### config.mk
export PLATFORM = sky130hd
export DESIGN_NAME = sample_counter
export DESIGN_NICKNAME = d
export VERILOG_FILES = /design/src/rtl/sample_counter.sv
export SDC_FILE = /design/constraint.sdc
export NUM_CORES = 1
export LEC_CHECK = 0
export BUFFER_PORTS_ARGS = -buffer_cell sky130_fd_sc_hd__buf_2
export CAP_MARGIN = 20
export CORE_UTILIZATION = 27
export CTS_BUF_LIST = sky130_fd_sc_hd__clkbuf_16
export DETAILED_ROUTE_END_ITERATION = 10
export SLEW_MARGIN = 20
export SYNTH_ARGS = -nofsm -noshare
export SYNTH_HDL_FRONTEND = slang
export SYNTH_SLANG_ARGS = --single-unit
### constraint.sdc
create_clock -name clk -period 2.2 [get_ports clk]
set_clock_uncertainty 0.2 [all_clocks]
set_input_delay 0.11 -clock clk [delete_from_list [all_inputs] [get_ports clk]]
set_output_delay 0.11 -clock clk [all_outputs]
set_load 0.02 [all_outputs]
### src/rtl/sample_counter.sv
// sample_counter: edge/level event counter with a programmable terminal count.
// The counter either wraps to zero with a rollover pulse or saturates at the threshold.
module sample_counter #(
  parameter int NUM_BITS  = 10,
  parameter int EDGE_MODE = 1,
  parameter int WRAP_MODE = 1
) (
  input  logic                clk,
  input  logic                reset,
  input  logic                clear,
  input  logic                count_up,
  input  logic [NUM_BITS-1:0] threshold,
  output logic [NUM_BITS-1:0] count_out,
  output logic                thresh_flag,
  output logic                rollover_flag,
  output logic                saturated
);

  logic                cu_q;
  logic                evt;
  logic [NUM_BITS-1:0] inc;
  logic [NUM_BITS-1:0] cnt_d;
  logic                roll_d;
  logic                sat_d;

  assign evt = (EDGE_MODE != 0) ? (count_up & ~cu_q)
                                : count_up;

  assign inc = count_out + NUM_BITS'(1);

  assign thresh_flag = (count_out >= threshold);

  // next count, rollover pulse and saturation state for an un-cleared edge
  always_comb begin
    cnt_d  = count_out;
    roll_d = 1'b0;
    sat_d  = saturated;
    if (WRAP_MODE != 0) begin
      sat_d = 1'b0;
      if (evt) begin
        if (count_out == threshold) begin
          cnt_d  = '0;
          roll_d = 1'b1;
        end else begin
          // above a lowered threshold: free-run to the natural wrap
          cnt_d  = inc;
          roll_d = (inc == '0);
        end
      end
    end else begin
      if (evt && (count_out < threshold)) begin
        cnt_d = inc;
      end else if (evt) begin
        sat_d = 1'b1;
      end
      if (threshold > count_out) begin
        sat_d = 1'b0;
      end
    end
  end

  // state register: reset, then clear, then the computed update
  always_ff @(posedge clk) begin
    if (reset) begin
      count_out     <= '0;
      rollover_flag <= 1'b0;
      saturated     <= 1'b0;
      cu_q          <= 1'b1;
    end else begin
      cu_q <= count_up;
      if (clear) begin
        count_out     <= '0;
        rollover_flag <= 1'b0;
        saturated     <= 1'b0;
      end else begin
        count_out     <= cnt_d;
        rollover_flag <= roll_d;
        saturated     <= sat_d;
      end
    end
  end

endmodule

# Word level (Yosys, flattened, before mapping)
# Index checks and enable logic that the tools add are counted.
[totals] out_inout_bits=13 elab_cells=14 in_bits=14 reg_bits=12
[op_classes] n_eq_ne=1 magnitude_cmp=1 add_sub_neg=1 mux=2 reduce_logical=3 bitwise_logic=3
[op_table] op="$add 10x1->10 const B" n=1
[op_table] op="$eq 10x10->1" n=1
[op_table] op="$ge 10x10->1" n=1
[op_table] op="$logic_not 10->1" n=1
[op_table] op="$mux 10" n=1
[op_table] op="$reduce_or 3->1" n=1
[op_table] op="$not 1->1" n=2
[op_table] op="$reduce_or 2->1" n=1
[op_table] op="$and 1x1->1" n=1
[op_table] op="$mux 1" n=1

# Longest topological paths before layout
# Gate-level depths: netlist (run 1).
[logic_depth] depth_word=4 ltp_mapped=7 mapped_depth_nobuf=7

# Worst setup path after synthesis (run 1)
# No wires, ideal clock.
[synth_timing] path_type="reg-to-output" from="register count_out[0]" to="output thresh_flag" t_arrival_ns=1.855 required_ns=1.890 slack_ns=0.035 n_path_buf=0 path_stages_with_launch=8 cell_sequence="dfxtp_1 inv_1 ha_1 nand2b_1 a21o_1 a211oi_1 or3_1 a32oi_1"
[synth_via] elab_chain_cells=1
[synth_rtl] element="start: declaration" line_no="13" source="output logic [NUM_BITS-1:0] count_out,"
[synth_rtl] element="start signal: assignment" line_no="76" source="count_out <= cnt_d;"
[synth_rtl] element="$ge 10x10->1" line_no="31" source="assign thresh_flag = (count_out >= threshold);"
[synth_rtl] element="end: declaration" line_no="14" source="output logic thresh_flag,"
# No other way between the ends.

# Final worst setup path (run 1)
[layout_timing] from="register count_out[7]" to="output thresh_flag"
# Same word-level chain as after synthesis.

==> metrics.md, run 1 <==
| Metric | Value |
|---|---|
| Post-Synthesis Cells | 120 |
| GP Congestion | 0.8904 |
| Maxcap violations | 0 |
| Die Height | 60.76 microns |
| Max IR drop VDD | 0.0003267 V |
| Switching Share | 22.32% |
| Total track usage | 15.90% |
| DRC | 0 |
| Post-synth ARST share | 0% |
| Final std cells w/o fill | 209 |
| Worst EP required | 1890 ps |
| Setup Crit Path Kind | reg2out |
| Final net count | 191 |
| Number of synthesized register bits | 12 |
| Slowest CP cell | or3_1 |
| RSZ-0062 raised after global routing | yes |
| Area Overhead vs Synth | 47.25% |
| Number of global-route vias before repair | 1001 |
| Iteration-0 DRC Markers | 44 |
| Total core area | 3153 sq um |
| Synth Flop Type | dfxtp_1 |
| Placed cells | 199 |
| Worst-path clk slew | 50 ps |
| Avg WL per Cell | 12.94 microns |
| CTS root buffer | clkbuf_16 |
| Share of power burned in registers | 34.6% |
| Port-buffer cells | 25 |
| Min Tclk post-route | 2154 ps |
| Hold WC Path Type | in2reg |
| Initial DRT Pass Iterations | 4 |
| CP Cell Sequence | ha_1 -> nand4_1 -> buf_4 -> or3_1 -> a32oi_1 -> buf_4 |
| Min Hold Slack | 177.4 ps |
| Fmax achieved | 464.2 MHz |
| CP max FO | 2 |
| Final Cycle Share | 97.93% |
| Syn Nets | 145 |
| Final Util | 43.53% |
| Max Slew Vio Count | 0 |
| GRT Residual Overflow | 0 |
| Buf+Inv Stages, Crit Path | 2 |
| Clock buffer depth | 2 |
| Clock sink total | 12 |
| Net switching power | 0.1422 mW |
| N_diodes | 0 |
| DR vias/cell | 5.124 |
| CP most frequent cell | buf_4 |
| Largest net degree at the start of global routing | 11 |
| Leading cell type in the layout, fill and taps excluded | buf_2 |
| DP Wirelength | 2.057 mm |
| Synthesis warning total | 0 |
| Power Internal | 0.4948 mW |
| Leakage power | 0.6444 nW |
| WL final | 2.704 mm |
| Endpoint class of the critical path | output pin |
| Routed vias | 1071 |
| Post-synth EDFFs | 0 |
| Total power | 0.6370 mW |
| PwrDens | 464.1 nW/um^2 |
| Initial antenna violation count | 0 |
| Endpoints failing hold | 0 |
| Most frequent cells in the layout | buf_2, buf_4, inv_1, a21oi_1, nor2_1 |
| Rows | 20 |
| Register area share after synthesis | 25.77% |
| I/O Pins | 27 |
| Total CTS buffers | 3 |
| Worst skew pair latency | 240 ps |
| Clock Power Share | 53.7% |
| Status | finished clean |
| WP data arrival | 1840 ps |
| Worst setup SP type | flop |
| Worst path top cell family by delay | simple AND/OR/NAND/NOR gates |
| Yosys cell types | 33 |
| Cell Area, Synth | 932.1 sq um |
| Gate power share | 11.7% |
| Setup TNS | 0 ps |
| Syn avg cell area | 7.768 sq um |
| H-tree depth | 1 |
| Finish-stage setup viols | 0 |
| Share of layout cells above drive strength 1 | 35.15% |
| CP peak stage delay | 360 ps |
| Width of the chip | 60.76 microns |
| Full die area | 3691 sq um |
| First-pass GRT wire length | 4.291 mm |
| Initial core utilization | 29.56% |
| Final ANT Viol Nets | 0 |
| CTS tree | yes |
## metrics by stage
step,instance area [sq um],setup slack [ps]
CTS,1323,28.11
finish,1373,45.62
global route,1373,-33.46
global placement,1195,147.2
floorplan,932.1,34.89
detailed placement,1195,128.3
## synthesized netlist by cell type (all sizes together) (2+ instances only)
| master | count | area share [%] |
|---|---|---|
| nand2b | 2 | 1.3 |
| nand4 | 2 | 1.3 |
| nor2 | 11 | 4.7 |
| nor3 | 3 | 2.8 |
| nand3 | 6 | 4.6 |
| nor3b | 2 | 1.6 |
| nor4 | 3 | 2.0 |
| o21ai | 7 | 3.8 |
| ha | 11 | 15 |
| a31oi | 6 | 4.0 |
| and3 | 2 | 1.5 |
| dfxtp | 12 | 26 |
| nor2b | 3 | 2.0 |
| or2 | 2 | 1.3 |
| nand2 | 8 | 3.2 |
| inv | 12 | 4.8 |
| buf | 2 | 1.2 |
| a21oi | 11 | 5.9 |
| or3 | 6 | 4.0 |
## cell families after synthesis
group / after synthesis / share of synthesized area (%)
AOI/OAI and AO/OA: 31 / 22.15
DFF: 12 / 25.77
buffers and inverters: 15 / 6.442
and+or+nand+nor: 50 / 30.47
adders and majority gates: 11 / 14.76
other: 1 / 0.4023
## worst register-to-register path, stage by stage, from the launching register on
cell	delay (ps)
dfxtp_1	310
ha_1	290
nand4_1	110
buf_4	160
buf_4	120
nor4_1	270
buf_4	190
o21ai_0	90
a21oi_1	150
nor2_1	50
## final cells by class
| class | count | area (sq um) |
|---|---|---|
| Inverter | 12 | 45.04 |
| Timing Repair Buffer | 44 | 277.8 |
| Fill cell | 349 | 1780 |
| Multi-Input combinational cell | 93 | 669.4 |
| Clock inverter | 1 | 3.754 |
| Clock buffer | 3 | 75.07 |
| Sequential cell | 12 | 246.5 |
| Tap cell | 44 | 55.05 |
## routing by layer
layer / global-route usage (%) / wire length (microns) / vias up
li1: - / - / 524
met1: 20.83 / 1211 / 509
met2: 25.43 / 1318 / 36
met3: 1.919 / 149 / 2
met4: 8.766 / 24 / 0
met5: 0 / 0 / -
## state kept, by name, indices dropped and copies added, names as in the netlist
name	flops
count_out	10
cu_q	1
rollover_flag	1
## power by group through the flow
| stage | sequential (mW) | clock, mW | combinational (mW) |
|---|---|---|---|
| 2_1_floorplan | 0.228 | 0 | 0.0364 |
| 3_3_place_gp | 0.226 | 0 | 0.0607 |
| 5_1_grt | 0.221 | 0.362 | 0.0830 |
| 6_report | 0.221 | 0.342 | 0.0744 |
| 4_1_cts | 0.220 | 0.349 | 0.0698 |
| 3_5_place_dp | 0.226 | 0 | 0.0634 |
## worst paths after layout
path / startpoint / endpoint / slack (ps) / depth (start not counted)
worst max-delay path: count_out[7]$_SDFFE_PP0P_ / thresh_flag / 50 / 6
worst min-delay path: count_up / count_out[0]$_SDFFE_PP0P_ / 180 / 4
worst max register to register: count_out[7]$_SDFFE_PP0P_ / count_out[9]$_SDFFE_PP0P_ / 140 / 9
worst min register to register: count_out[2]$_SDFFE_PP0P_ / count_out[2]$_SDFFE_PP0P_ / 420 / 2
## what timing repair did
action                                 4_1_cts  5_1_grt
setup endpoints to repair                    1        6
pin swaps                                    1        4
setup buffers                                2        1
gates resized for setup                      2        7
endpoints found under the hold margin        2        0
hold buffers                                 3        0
Power figures use the tool's default switching activity.
==> run 2: changes to the inputs <==
CORE_UTILIZATION = 50   (was 27)
PLACE_DENSITY = 0.77   (was default)
==> metrics.md, run 2 (synthesis results as in run 1) <==
| Metric | Value |
|---|---|
| WL final | 2.728 mm (+0.89%) |
| Hold WC Path Type | in2reg |
| Most frequent cells in the layout | buf_2, buf_4, inv_1 |
| Worst EP required | 1890 ps (about the same) |
| GP Congestion | 0.9805 (+10%) |
| Final net count | 189 (-1.0%) |
| First-pass GRT wire length | 4.119 mm (-4.0%) |
| Rows | 15 (-25%) |
| Leakage power | 0.6361 nW (-1.3%) |
| WP data arrival | 1840 ps (about the same) |
| Area after DPL | 1171 sq um (-2.0%) |
| Max Slew Vio Count | 0 (unchanged) |
| Worst reg2reg path startpoint | count_out[7]$_SDFFE_PP0P_ |
| DP Wirelength | 1.906 mm (-7.3%) |
| Fill count | 134 (-62%) |
| Endpoint class of the critical path | output pin |
| Top Registers | count_out: 10 flops, cu_q: 1 flops, rollover_flag: 1 flops |
| Largest net degree at the start of global routing | 11 (unchanged) |
| Initial core utilization | 53.41% (+24 points) |
| Design Area, Final | 1346 sq um (-1.9%) |
| Full die area | 2041 sq um (-45%) |
| N_diodes | 0 (unchanged) |
| CTS root buffer | clkbuf_16 |
| Total core area | 1745 sq um (-45%) |
| CP max FO | 2 (unchanged) |
| Final Cycle Share | 97.52% (-0.41 points) |
| DRC | 0 (unchanged) |
| Maxcap violations | 0 (unchanged) |
| Share of layout cells above drive strength 1 | 33.74% (-1.4 points) |
| Clock buffer depth | 2 (unchanged) |
| R2r endpoint | count_out[7]$_SDFFE_PP0P_ |
| Final ANT Viol Nets | 0 (unchanged) |
| Max IR drop VDD | 0.0003493 V (+6.9%) |
| DR vias/cell | 5.840 (+14%) |
| RSZ-0062 raised after global routing | yes |
| Endpoints failing hold | 0 (unchanged) |
| Most flops, register | count_out |
| Max FFs per register | 10 (unchanged) |
| PwrDens | 473.5 nW/um^2 (+2.0%) |
| Fmax achieved | 466.1 MHz (+0.42%) |
| Final Util | 77.13% (+34 points) |
| Area Overhead vs Synth | 44.43% |
| Die Height | 45.18 microns (-26%) |
| Worst setup SP type | flop |
| Status | finished clean |
| Routed vias | 1098 (+2.5%) |
| I/O Pins | 27 (unchanged) |
| Initial antenna violation count | 0 (unchanged) |
| Total CTS buffers | 3 (unchanged) |
| Hold Path Origin | reset |
| Hold Path Cell Cnt | 3 (-1) |
| Clock sink total | 12 (unchanged) |
| Number of global-route vias before repair | 993 (-0.80%) |
| Avg WL per Cell | 14.51 microns (+12%) |
| Total track usage | 28.18% (+12 points) |
| Worst Reg-to-Reg Cells | 7 (-2) |
| Initial DRT Pass Iterations | 4 (unchanged) |
| Setup Crit Path Kind | reg2out |
| Port-buffer cells | 25 (unchanged) |
| R2R Setup Slk | 120 ps (-20 ps) |
| Worst skew pair latency | 240 ps (about the same) |
| Worst-path clk slew | 40 ps (about the same) |
| H-tree depth | 1 (unchanged) |
| Leading cell type in the layout, fill and taps excluded | buf_2 |
| CTS tree | yes |
| Width of the chip | 45.18 microns (-26%) |
| WHS Endpoint | count_out[0]$_SDFFE_PP0P_ |
| Iteration-0 DRC Markers | 37 (-16%) |
| Finish-stage setup viols | 0 (unchanged) |
| GRT Residual Overflow | 0 (unchanged) |
| Min Tclk post-route | 2145 ps (-8.921 ps) |
==> run 2: cell types whose count changed in the layout (fill, tap and decap cells not counted), sizes merged <==
| cell | previous run | this run |
|---|---|---|
| buf | 41 | 38 |
| dlygate4sd3 | 3 | 4 |
==> run 2: what timing repair did <==
item	CTS	global route
hold buffers	4	0
gates resized for setup	0	8
buffers inserted	0	0
endpoints found under the hold margin	2	0
endpoints found under the setup margin	0	1
==> run 2: area by class of cell <==
type                    count  area [sq um]  share of cell area (%)
multi-input cells          93         681.9                   50.65
repair buffers             42         265.3                   19.70
flip-flops and latches     12         244.0                   18.12
clock buffers               3         75.07                   5.576
inverters                  12         45.04                   3.346
well taps                  25         31.28                   2.323
clock inverters             1         3.754                  0.2788
==> run 2: critical path: stages, from the launching register on <==
cell      delay [ps]
dfxtp_2          320
inv_1             60
ha_4             260
nand2b_1         100
a21o_1           110
a211oi_1          70
or3_1            320
a32oi_1          200
buf_4            170
==> run 2: worst max-delay path by stage <==
| stage | startpoint | to | depth (start not counted) | slack, ps |
|---|---|---|---|---|
| CTS | count_out[0]$_SDFFE_PP0P_ | thresh_flag | 8 | 20 |
| global route | count_out[0]$_SDFFE_PP0P_ | thresh_flag | 8 | -20 |
| floorplan | count_out[0]$_SDFFE_PP0P_ | thresh_flag | 7 | 30 |
| detailed placement | count_out[5]$_SDFFE_PP0P_ | count_out[9]$_SDFFE_PP0P_ | 7 | 190 |
| finish | count_out[0]$_SDFFE_PP0P_ | thresh_flag | 8 | 50 |
| global placement | count_out[5]$_SDFFE_PP0P_ | count_out[3]$_SDFFE_PP0P_ | 6 | 270 |
==> run 2: metal layers <==
metal | share of wire, % | vias to the layer above | track usage [%]
li1 | - | 523 | -
met1 | 39 | 492 | 30.88
met2 | 49 | 60 | 49.57
met3 | 5.8 | 23 | 5.200
met4 | 6.2 | 0 | 17.58
met5 | 0 | - | 0
==> run 2: where the power goes <==
| group | switching (mW) | internal, mW |
|---|---|---|
| clock network | 0.0996 | 0.240 |
| registers | 0.00149 | 0.221 |
| logic | 0.0402 | 0.0358 |
| total | 0.141 | 0.496 |
==> run 2: metrics by stage <==
stage	power, mW	setup slack (ps)	hold slack [ps]	TNS (ps)	cells
finish	0.6375	54.55	95.42	0	188
global route	0.6560	-18.93	132.7	-18.93	188
CTS	0.6272	19.31	86.06	0	188
detailed placement	0.2884	193.5	131.6	0	180
global placement	0.2862	267.2	124.1	0	180
floorplan	0.2647	34.89	13.81	0	120
